### config.mk
export PLATFORM = sky130hd
export DESIGN_NAME = led_sequencer
export DESIGN_NICKNAME = d
export VERILOG_FILES = /design/src/rtl/led_sequencer.sv
export SDC_FILE = /design/constraint.sdc
export NUM_CORES = 1
export LEC_CHECK = 0
export BUFFER_PORTS_ARGS = -buffer_cell sky130_fd_sc_hd__buf_2
export CAP_MARGIN = 20
export CORE_MARGIN = 1
export CORE_UTILIZATION = 50
export CTS_CLUSTER_DIAMETER = 30
export CTS_CLUSTER_SIZE = 30
export DETAILED_ROUTE_END_ITERATION = 10
export PLACE_DENSITY_LB_ADDON = 0.08
export SLEW_MARGIN = 20
export SYNTH_ARGS = -nofsm -noshare
export SYNTH_HDL_FRONTEND = slang
export SYNTH_SLANG_ARGS = --single-unit
### constraint.sdc
create_clock -name clk -period 3.06 [get_ports clk]
set_clock_uncertainty 0.05 [all_clocks]
set_input_delay 0.459 -clock clk [delete_from_list [all_inputs] [get_ports clk]]
set_output_delay 0.459 -clock clk [all_outputs]
set_load 0.005 [all_outputs]
### src/rtl/led_sequencer.sv
// LED pattern controller on the CPU I/O bus.
// Static, blink, rotate and bounce patterns stepped by a programmable prescaler.
module led_sequencer #(
    parameter int PRESCALE_W = 24
) (
    input  logic        clk,
    input  logic        rst,
    input  logic        sel,
    input  logic [1:0]  addr,
    input  logic [31:0] wdata,
    input  logic        wstrb,
    input  logic        rstrb,
    output logic [31:0] rdata,
    output logic [7:0]  LED
);

    localparam logic [1:0] M_STATIC  = 2'd0;
    localparam logic [1:0] M_BLINK   = 2'd1;
    localparam logic [1:0] M_ROTATE  = 2'd2;
    localparam logic [1:0] M_BOUNCE  = 2'd3;

    localparam logic [1:0] A_CTRL    = 2'd0;
    localparam logic [1:0] A_PATTERN = 2'd1;
    localparam logic [1:0] A_PERIOD  = 2'd2;
    localparam logic [1:0] A_STATUS  = 2'd3;

    logic [1:0]            mode;
    logic                  enable;
    logic [7:0]            pattern;
    logic [PRESCALE_W-1:0] period;
    logic [PRESCALE_W-1:0] presc;
    logic [7:0]            shreg;
    logic                  dir;
    logic                  phase;
    logic [7:0]            stepcnt;

    logic                  wr_en;
    logic                  reload;
    logic                  period_wr;
    logic                  run;
    logic                  tick;
    logic [7:0]            shreg_nx;
    logic                  dir_nx;
    logic                  unused_bits;

    assign wr_en     = sel && wstrb;
    assign reload    = wr_en && (addr == A_CTRL || addr == A_PATTERN);
    assign period_wr = wr_en && (addr == A_PERIOD);
    assign run       = enable && (mode != M_STATIC);
    // A register write in the same cycle swallows the tick.
    assign tick      = run && (presc == period) && !reload && !period_wr;

    assign unused_bits = ^{rstrb, wdata[31:8]};

    always_ff @(posedge clk or posedge rst) begin
        if (rst) begin
            mode    <= M_STATIC;
            enable  <= 1'b0;
            pattern <= '0;
            period  <= '0;
        end else if (wr_en) begin
            unique case (addr)
                A_CTRL: begin
                    mode   <= wdata[1:0];
                    enable <= wdata[2];
                end
                A_PATTERN: pattern <= wdata[7:0];
                A_PERIOD:  period  <= wdata[PRESCALE_W-1:0];
                default: ;
            endcase
        end
    end

    always_ff @(posedge clk or posedge rst) begin
        if (rst) begin
            presc <= '0;
        end else if (reload || period_wr || !run || tick) begin
            presc <= '0;
        end else begin
            presc <= presc + 1'b1;
        end
    end

    always_comb begin
        shreg_nx = shreg;
        dir_nx   = dir;
        unique case (mode)
            M_ROTATE: shreg_nx = {shreg[6:0], shreg[7]};
            M_BOUNCE: begin
                if (!dir && shreg[7]) begin
                    dir_nx   = 1'b1;
                    shreg_nx = shreg >> 1;
                end else if (dir && shreg[0]) begin
                    dir_nx   = 1'b0;
                    shreg_nx = shreg << 1;
                end else begin
                    shreg_nx = dir ? (shreg >> 1) : (shreg << 1);
                end
            end
            default: ;
        endcase
    end

    always_ff @(posedge clk or posedge rst) begin
        if (rst) begin
            shreg   <= '0;
            dir     <= 1'b0;
            phase   <= 1'b1;
            stepcnt <= '0;
        end else if (reload) begin
            shreg   <= (addr == A_PATTERN) ? wdata[7:0] : pattern;
            dir     <= 1'b0;
            phase   <= 1'b1;
            stepcnt <= '0;
        end else if (tick) begin
            shreg   <= shreg_nx;
            dir     <= dir_nx;
            phase   <= (mode == M_BLINK) ? ~phase : phase;
            stepcnt <= stepcnt + 8'd1;
        end
    end

    always_comb begin
        LED = pattern;
        unique case (mode)
            M_STATIC: LED = pattern;
            M_BLINK:  LED = phase ? pattern : 8'h00;
            M_ROTATE: LED = shreg;
            M_BOUNCE: LED = shreg;
            default:  LED = pattern;
        endcase
    end

    always_comb begin
        rdata = '0;
        if (sel) begin
            unique case (addr)
                A_CTRL:    rdata = {29'd0, enable, mode};
                A_PATTERN: rdata = {24'd0, pattern};
                A_PERIOD:  rdata = 32'(period);
                A_STATUS:  rdata = {8'd0, stepcnt, 6'd0, phase, dir, LED};
                default:   rdata = '0;
            endcase
        end
    end

endmodule
==> metrics.md, run 1 <==
| Metric | Value |
|---|---|
| Power share of the sequential group | a little under half |
| Hpwl dp | 7.94 mm |
| Simple logic cell fraction of the synthesized area | 21.1% |
| Final worst-path cycle share | 86.6% |
| Vias | about 3,700 |
| Hold_buf cts | 0 |
| Logic gate share of total power | 21.9% |
| Critical Path Source Type | register |
| Share of layout cells above drive strength 1 | between 20 and 30% |
| Drt initial violations | roughly 150 |
| Power share of the clock group | 31.7% |
| Synth cell types | 52 |
| TritonCTS clock tree | built |
| Max Cap Violations | 0 |
| Most frequent cells in the layout | dfrtp_1 (76), buf_2 (61), nor2_1 (52) |
| Clock root buffer master | clkbuf_8 |
| CP max FO | 8 |
| Top Layer Used | met4 |
| Drt pass-1 iters | 5 |
| Maximum VDD drop | 0.229 mV |
| EDFF count, synth | 0 |
| Clk sinks | between 70 and 80 |
| Final setup TNS | 0 ps |
| Pins Over Slew Limit | 0 |
| Cell Area, Synth | 4710 um2 |
| Placer Congestion | 0.787 |
| # resized after CTS | 0 |
| Post-Synth Adder-Cell Area | 0.532% |
| Status | completed |
| Fraction of registers with async set/reset | 100% |
| M1 WL | roughly 5 mm |
| CTS Buf Count | 9 |
| Ant diodes | 0 |
| Antenna-violating nets left | 0 |
| Largest cells by area after synthesis | dfrtp_1 (40%), mux2_2 (8.1%), mux2i_1 (4.9%), xnor2_1 (4.5%), nor2_1 (4.1%) |
| Clock slew seen by the registers of the worst setup and hold paths | ~90 ps |
| Crit Path Category | register to output pin |
| Post-DR wirelength/cell | 17.1 um |
| FP Rows | 35 |
| Number of global-route vias before repair | about 3,700 |
| Critical path arrival | 2140 ps |
| Main combinational cell family by area after synthesis | simple AND/OR/NAND/NOR gates |
| Pwr Density | 535 nW/um2 |
| Initial antenna violation count | 0 |
| Share of the synthesized area in the top cell type | about 40% |
| Max Clk Rate | about 380 MHz |
| Nets | 574 |
| Worst setup EP type | output pin |
| WP data required | 2550 ps |
| Commonest non-fill, non-tap cell in the layout | dfrtp_1 |
| Fin. Hold Viols | 0 |
| I/O pin count | 79 |
| Post-synthesis sequential area ratio | 41.0% |
| H-tree Lvls | 3 |
| Die H | 99.0 um |
| Finish-stage setup viols | 0 |
| DP Area | 5060 um2 |
| Synth area leader | dfrtp_1 |
| Worst r2r src | presc[5] |
| Pin count of the biggest net entering global routing | 78 |
| Vias per cell | 5.68 |
| Residual DRC | 0 |
| Met3 WL post-DR | roughly 420 um |
| Layout Area Growth over Synthesis | 12.4% |
| Main flop type after synthesis | dfrtp_1 |
| Net Sw Frac | 31.5% |
| Yosys Warn Count | 0 |
| Design area | 5290 um2 |
| RSZ-0062 raised after global routing | no |
| Post-synthesis xor/xnor area fraction | ~8.6% |
| Leak | between 2 and 2.5 nW |
| Fraction of synthesized area in multiplexers | roughly 14% |
| Synth Instances | 483 |
| Chip width | 99.0 um |
| Hold Path Class | primary input to async pin |
| Met2 WL | between 5 and 6 mm |
| Min Tclk post-route | 2650 ps |
| Die area | 9800 um2 |
| Hold_ws | roughly 130 ps |
| Utilization after layout | 57.5% |
| Clock Latency Late Sink | 360 ps |
| Power Internal | 1.94 mW |
| NetSw | between 0.8 and 0.9 mW |
| Initial Util | about half |
| Setup bufs post-CTS | 0 |
| Yosys reg bits | 77 |
| Synth Area in Compound Gates | 9.17% |
| Core area | 9200 um2 |
| Fillers | 852 |
| Global-route wire length before repair | 18.4 mm |
| Gr usage total | 24.3% |
| GR Overflow Total | 0 |
| Synth Area per Inst | 9.74 um2 |
| I/O Buffers | a little over 60 |
| Routed wire length | 11.1 mm |
| CP startpoint | phase |
| Worst-case clock buffer depth | 2 |
## layout make-up
class                           instances  area (um2)  area share (%)
Clock buffer                           10         138            2.60
Tap cell                              111         139            2.63
Sequential cell                        77        1930            36.4
Inverter                                8        30.0           0.568
Multi-Input combinational cell        365        2560            48.4
Timing Repair Buffer                   72         400            7.57
Clock inverter                          6        92.6            1.75
## final timing paths
path | slack, ps | cells after the start | endpoint
worst max-delay path | 410 | 6 | rdata[7]
worst min-delay path | 130 | 3 | period[4]
worst max register to register | 800 | 5 | shreg[2]
worst min register to register | 490 | 2 | pattern[4]
max in group asynchronous | 2480 | 3 | phase
min in group clk | 280 | 2 | period[13]
## metal layers
metal / track usage [%] / vias up
li1: - / 1777
met1: 31.3 / 1804
met2: 41.7 / 91
met3: 3.40 / 16
met4: 9.07 / 0
met5: 0 / -
## cell families after synthesis
family	count (synthesis)
and+or+nand+nor	188
DFF	77
AOI/OAI and AO/OA	61
muxes	60
buffers and inverters	48
xor gates and xnor gates	46
adders and majority gates	2
other	1
## per-stage QoR
stage / setup WS (ps) / instances / power (mW)
after floorplan: 586 / 490 / 1.74
after global placement: 753 / 633 / 1.94
after detailed placement: 747 / 633 / 1.95
after CTS: 398 / 649 / 2.85
after global routing: 291 / 649 / 2.97
final: 410 / 649 / 2.83
## sequential cells by signal (all words and copies together) (netlist names)
register,count
dir,1
enable,1
mode,2
pattern,8
period,24
phase,1
presc,24
shreg,8
stepcnt,8
## worst max-delay path, cell delays in order (launching register included)
cell	delay, ps
dfstp_2	550
nand2b_1	380
nand2_1	120
o211ai_1	170
o211ai_1	110
a21boi_0	280
buf_2	170
## cell usage after synthesis (11+ instances only)
master and instances:
dfrtp_1 76, xor2_1 22, nand2_1 50, nand2b_1 11, and2_1 12, mux2_2 34
o21ai_0 15, mux2i_1 23, nand4_1 12, clkbuf_1 16, xnor2_1 24, nor2_1 52
## power groups by stage
stage | Sequential [mW] | Clock, mW | Combinational, mW
after detailed placement | 1.33 | 0 | 0.623
after global routing | 1.33 | 0.955 | 0.689
after CTS | 1.31 | 0.915 | 0.627
after floorplan | 1.25 | 0 | 0.485
final | 1.31 | 0.897 | 0.619
after global placement | 1.32 | 0 | 0.614
No activity file was read; power rests on OpenSTA's default activity.
==> inputs of run 2 (changes only) <==
- RECOVER_POWER: not set -> 25
==> run 2 against run 1 <==
Against the previous run:
- the flow now finishes with violations (max-capacitance violations, max-slew violations)
- critical path depth unchanged
- non-clock buffer count did not move
- die area did not move
- cell area is 0.28% lower
- clock power hardly changed
- first-iteration DRC count rose by 4.1%
- worst setup slack about the same
- largest cell class unchanged
- flip-flop and latch count is the same
- global-route usage is the same
==> metrics.md, run 2 (synthesis gave the netlist of run 1 again) <==
| Metric | Value |
|---|---|
| Critical Path Source Type | register |
| TritonCTS clock tree | built |
| Critical path arrival | 2140 ps |
| Fin. Hold Viols | 0 |
| Critical Path Max Stage Delay | 550 ps |
| CP Cell Sequence | nand2b_1, nand2_1, o211ai_1, o211ai_1, a21boi_0, buf_2 |
| Worst-case clock buffer depth | 2 |
| Clock Latency Late Sink | 360 ps |
| FP Rows | 35 |
| Drt pass-1 iters | 4 |
| Register area | 1930 um2 |
| WP depth | 6 |
| Status | finished with violations |
| Hold_buf cts | 0 |
| HP Start | wdata[13] |
| Area of the multi-input gates | about 2600 um2 |
| Critical Path Slowest Stage Cell | dfstp_2 |
| Global-route wire length before repair | 18.4 mm |
| Commonest non-fill, non-tap cell in the layout | dfrtp_1 |
| H-tree Lvls | 3 |
| Vias per cell | around 5.7 |
| Pins Over Slew Limit | 78 |
| CP max FO | 8 |
| CP top delay family | compound AO/OA/AOI/OAI gates |
| Pwr Density | approximately 540 nW/um2 |
| Residual DRC | 0 |
| GR Overflow Total | 0 |
| Max Clk Rate | 377 MHz |
| Final setup TNS | 0 ps |
| Worst setup EP type | output pin |
| Fillers | 853 |
| Number of global-route vias before repair | ~3,700 |
| Clock root buffer master | clkbuf_8 |
| I/O pin count | 79 |
| Clk sinks | 77 |
| # resized after CTS | 0 |
| R2R Setup Slk | about 800 ps |
| Placer Congestion | slightly below 0.8 |
| Leak | 2.33 nW |
| Hold path cells | 2 |
| Drt initial violations | about 150 |
| Hold Path Class | primary input to register |
| Worst path most repeated cell | o211ai_1 |
| Die H | 99.0 um |
| Largest regs | period (24), presc (24) |
| Antenna-violating nets left | 0 |
| Share of layout cells above drive strength 1 | 27.0% |
| Vias | 3,679 |
| Layout Area Growth over Synthesis | 12.1% |
| Clock slew seen by the registers of the worst setup and hold paths | approximately 90 ps |
| Min Tclk post-route | around 2600 ps |
| Worst r2r src | presc[5] |
| Core area | 9200 um2 |
| Placed cells | 633 |
| Initial antenna violation count | 0 |
| Routed wire length | 11.1 mm |
| Crit Path Category | register to output pin |
| Finish-stage setup viols | 0 |
| Initial Util | between 50% and 60% |
| Slew @ Worst Pin | ~1900 ps |
| Final worst-path cycle share | 86.6% |
| WP data required | 2550 ps |
| Max Cap Violations | 1 |
| RSZ-0062 raised after global routing | no |
| Die area | 9800 um2 |
| Most frequent cells in the layout | dfrtp_1 (76), buf_2 (61), nor2_1 (52) |
| Finished Layout Cells | roughly 650 |
| Hold_ws | 275 ps |
| CTS Buf Count | 9 |
| Setup bufs post-CTS | 0 |
| I/O Buffers | 61 |
| R2R cell count | 5 |
| Hold Path Sink | period[13] |
| Power consumption | 2.82 mW |
| Relative slew slack | -27.8% |
| Gr usage total | 24.3% |
| Chip width | about 99 um |
| Reg-to-Reg End | shreg[2] |
| Maximum VDD drop | ~0.23 mV |
| Pin count of the biggest net entering global routing | 78 |
| Ant diodes | 0 |
| CP Buf/Inv Count | 1 |
| Hpwl dp | 7.94 mm |
| Post-DR wirelength/cell | 17.1 um |
| Nets | 574 |
| Failing checks | max-capacitance violations, max-slew violations |
-- run 2: cell count changes in the layout (fill, tap and decap cells not counted) --
| cell | previous run | this run |
|---|---|---|
| inv_1 | 7 | 8 |
| buf_12 | 1 | 0 |
| clkbuf_2 | 0 | 1 |
| inv_2 | 1 | 0 |
-- run 2: worst register-to-register path, stage by stage (launching register included) --
cell     delay, ps
dfrtp_1        470
xor2_1         200
nor4_2         390
and4_1         490
a31oi_1        220
a211o_1        330
-- run 2: stage by stage --
step	util (%)	area [um2]	setup slack [ps]
after global routing	57.4	5280	291
after global placement	55.0	5060	753
final	57.4	5280	411
after CTS	57.5	5290	398
after floorplan	-	4730	586
after detailed placement	55.0	5060	747
-- run 2: final cells by class --
| type | instances | area share, % |
|---|---|---|
| timing repair buffer | 72 | 7.31 |
| clock inverter | 6 | 1.76 |
| tap | 111 | 2.63 |
| sequential | 77 | 36.6 |
| inverter | 8 | 0.569 |
| clock buffer | 10 | 2.61 |
| multi-input combinational | 365 | 48.6 |
-- run 2: layer usage --
layer  up-vias  global-route usage, %  routed length [um]
met5         -                      0                   0
met4         0                   9.07                 159
li1       1775                      -                   -
met3        11                   3.40                 333
met2        73                   41.7                5480
met1      1820                   31.3                5150
-- run 2: worst max-delay path by stage --
stage | to | slack (ps) | from
floorplan | dir | 590 | rst
global placement | mode[0] | 750 | sel
detailed placement | enable | 750 | sel
CTS | rdata[1] | 400 | mode[0]
global route | rdata[2] | 290 | mode[0]
finish | rdata[7] | 410 | phase
-- run 2: power by group --
part           leakage [nW]  total, mW  switching [mW]  internal (mW)
Clock                 0.110      0.895           0.408          0.487
Combinational          1.22      0.617           0.315          0.302
Sequential            0.997       1.31           0.166           1.15
Total                  2.33       2.82           0.889           1.93
==> inputs of run 3 (changes only) <==
- ABC_AREA: not set -> 1
==> run 3 against run 2 <==
Against the previous run:
- flip-flop and latch count unchanged
- highest routed layer unchanged
- register-to-register slack improved by 80 ps
- critical path type unchanged
- the run still ends with max-capacitance violations, max-slew violations left
- global-route usage increased by 3.5 points
- die area decreased by 0.57%
==> metrics.md, run 3 <==
| Metric | Value |
|---|---|
| Die area | 9750 um2 |
| Hold_buf cts | 0 |
| Yosys Warn Count | 0 |
| Met3 WL post-DR | about 750 um |
| Initial Util | between 50% and 60% |
| Global-route wire length before repair | approximately 21 mm |
| Largest regs | period (24), presc (24) |
| Antenna-violating nets left | 0 |
| Synth area leader | dfrtp_1 |
| Relative slew slack | -28.8% |
| Max Clk Rate | between 400 and 500 MHz |
| CP Cell Sequence | inv_2, nor2_1, inv_1, nand3_1, o21ai_0, a22oi_1, a21oi_1, buf_2 |
| H-tree Lvls | 3 |
| Synth Area per Inst | around 7 um2 |
| Hpwl dp | approximately 9.4 mm |
| I/O pin count | 79 |
| Initial antenna violation count | 0 |
| Final setup TNS | 0 ps |
| Crit Path Category | register to output pin |
| Met2 WL | 5.84 mm |
| Hold Path Class | primary input to register |
| Commonest cells in the synthesized netlist | nand2_1 (172), inv_1 (82), nor2_1 (79) |
| Worst-case clock buffer depth | 2 |
| CP max FO | 5 |
| Pins Over Slew Limit | 78 |
| Main flop type after synthesis | dfrtp_1 |
| Status | finished with violations |
| Clock Latency Late Sink | between 300 and 400 ps |
| Final worst-path cycle share | 80.9% |
| Routed wire length | ~13 mm |
| CTS Buf Count | 9 |
| Critical Path Max Stage Delay | approximately 440 ps |
| Vias per cell | 5.33 |
| Die H | 98.7 um |
| I/O Buffers | 61 |
| Setup ws final | 584 ps |
| Post-DR wirelength/cell | 15.2 um |
| Critical Path Slowest Stage Cell | dfrtp_1 |
| EDFF count, synth | 0 |
| Vias | between 4,000 and 5,000 |
| Failing checks | max-capacitance violations, max-slew violations |
| Top-count cell post-synth | nand2_1 |
| GR Overflow Total | 0 |
| Share of the synthesized area in the top cell type | approximately two fifths |
| Share of layout cells above drive strength 1 | 15.5% |
| # resized after CTS | 0 |
| Fillers | 890 |
| Critical path arrival | a little under 2000 ps |
| Top Layer Used | met4 |
| Yosys reg bits | 77 |
| Largest cells by area after synthesis | dfrtp_1 (41%), nand2_1 (14%), inv_1 (6.6%), nor2_1 (6.3%), o21ai_0 (5.2%) |
| Clk sinks | 77 |
| Clock slew seen by the registers of the worst setup and hold paths | 90 ps |
| Cell Area, Synth | 4680 um2 |
| Synth cell types | 38 |
| TritonCTS clock tree | built |
| Setup bufs post-CTS | 0 |
| Gr usage total | 27.9% |
| Core area | approximately 8900 um2 |
| Maximum VDD drop | 0.222 mV |
| Nets | between 700 and 800 |
| Critical Path Source Type | register |
| Pre-CTS setup slack | 712 ps |
| Hold_ws | 290 ps |
| Chip width | a little under 100 um |
| Finish-stage setup viols | 0 |
| Residual DRC | 0 |
| Ant diodes | 0 |
| WP data required | 2550 ps |
| Fin. Hold Viols | 0 |
| Clock root buffer master | clkbuf_8 |
| Placer Congestion | 0.932 |
| Layout Area Growth over Synthesis | 12.0% |
| Fraction of registers with async set/reset | 100% |
| Post-synthesis sequential area ratio | 41.2% |
| Pin count of the biggest net entering global routing | 78 |
| RSZ-0062 raised after global routing | no |
| Leak | roughly 2.5 nW |
| Slew @ Worst Pin | around 1900 ps |
| Synth Instances | 658 |
| CP Buf/Inv Count | 3 |
| Most frequent cells in the layout | nand2_1 (172), inv_1 (82), nor2_1 (79) |
| Number of global-route vias before repair | 4,156 |
| FP Rows | 34 |
| M1 WL | 5.80 mm |
| Pwr Density | 517 nW/um2 |
| Commonest non-fill, non-tap cell in the layout | nand2_1 |
| Drt initial violations | 233 |
| Worst setup EP type | output pin |
| CP top delay family | flip-flops |
| Max Cap Violations | 1 |
| Drt pass-1 iters | 6 |
| Min Tclk post-route | approximately 2500 ps |
## run 3: logic make-up (layout without fill, tap and decap cells)
kind of cell	Yosys count	after routing	synth area share [%]
fa+ha+maj	2	2	0.535
simple gates	327	327	29.1
buf+inv	114	170	10.8
other cells	1	8	0.0802
xor+xnor	25	25	4.68
flops	77	77	41.2
compound gates	110	110	13.1
mux	2	2	0.481
## run 3: final cells by class
type                    count  area, um2  share of cell area (%)
multi-input cells         474       2270                    43.4
repair buffers             68        355                    6.78
clock inverters             7       98.8                    1.89
inverters                  86        323                    6.16
clock buffers               9        124                    2.37
well taps                 108        135                    2.58
flip-flops and latches     77       1930                    36.8
## run 3: per-stage QoR
step | power, mW | instance area (um2) | std cells | utilization [%]
global route | 2.86 | 5240 | 829 | 58.9
detailed placement | 1.84 | 5030 | 813 | 56.6
CTS | 2.72 | 5250 | 829 | 59.1
global placement | 1.82 | 5030 | 813 | 56.6
floorplan | 1.64 | 4700 | 665 | -
finish | 2.71 | 5240 | 829 | 58.9
## run 3: routing by layer
metal,up-vias,track usage (%)
li1,2190,-
met1,2050,38.9
met2,158,44.7
met3,20,4.18
met4,0,9.18
met5,-,0
## run 3: power by group
part           leakage [nW]  internal [mW]  switching (mW)
clock network         0.110          0.464           0.425
registers             0.980           1.14           0.112
logic                  1.46          0.211           0.359
total                  2.55           1.81           0.896
## run 3: final timing paths
check / start / depth (start not counted) / slack (ps) / to
max in group asynchronous: rst / 3 / 1090 / pattern[0]
min in group asynchronous: rst / 3 / 710 / stepcnt[2]
max reg2reg: presc[0] / 11 / 880 / presc[18]
min: wdata[15] / 3 / 290 / period[15]
max: mode[0] / 8 / 580 / rdata[7]
min reg2reg: phase / 2 / 450 / phase
## run 3: worst register-to-register path, cell delays in order (launching register included)
cell	delay (ps)
dfrtp_1	520
inv_1	70
nand2_1	60
nand2_1	50
nor2_1	150
nand2_1	80
nor2_1	140
nand2_2	90
nor2_4	270
or2_1	150
buf_4	310
nor2_1	100
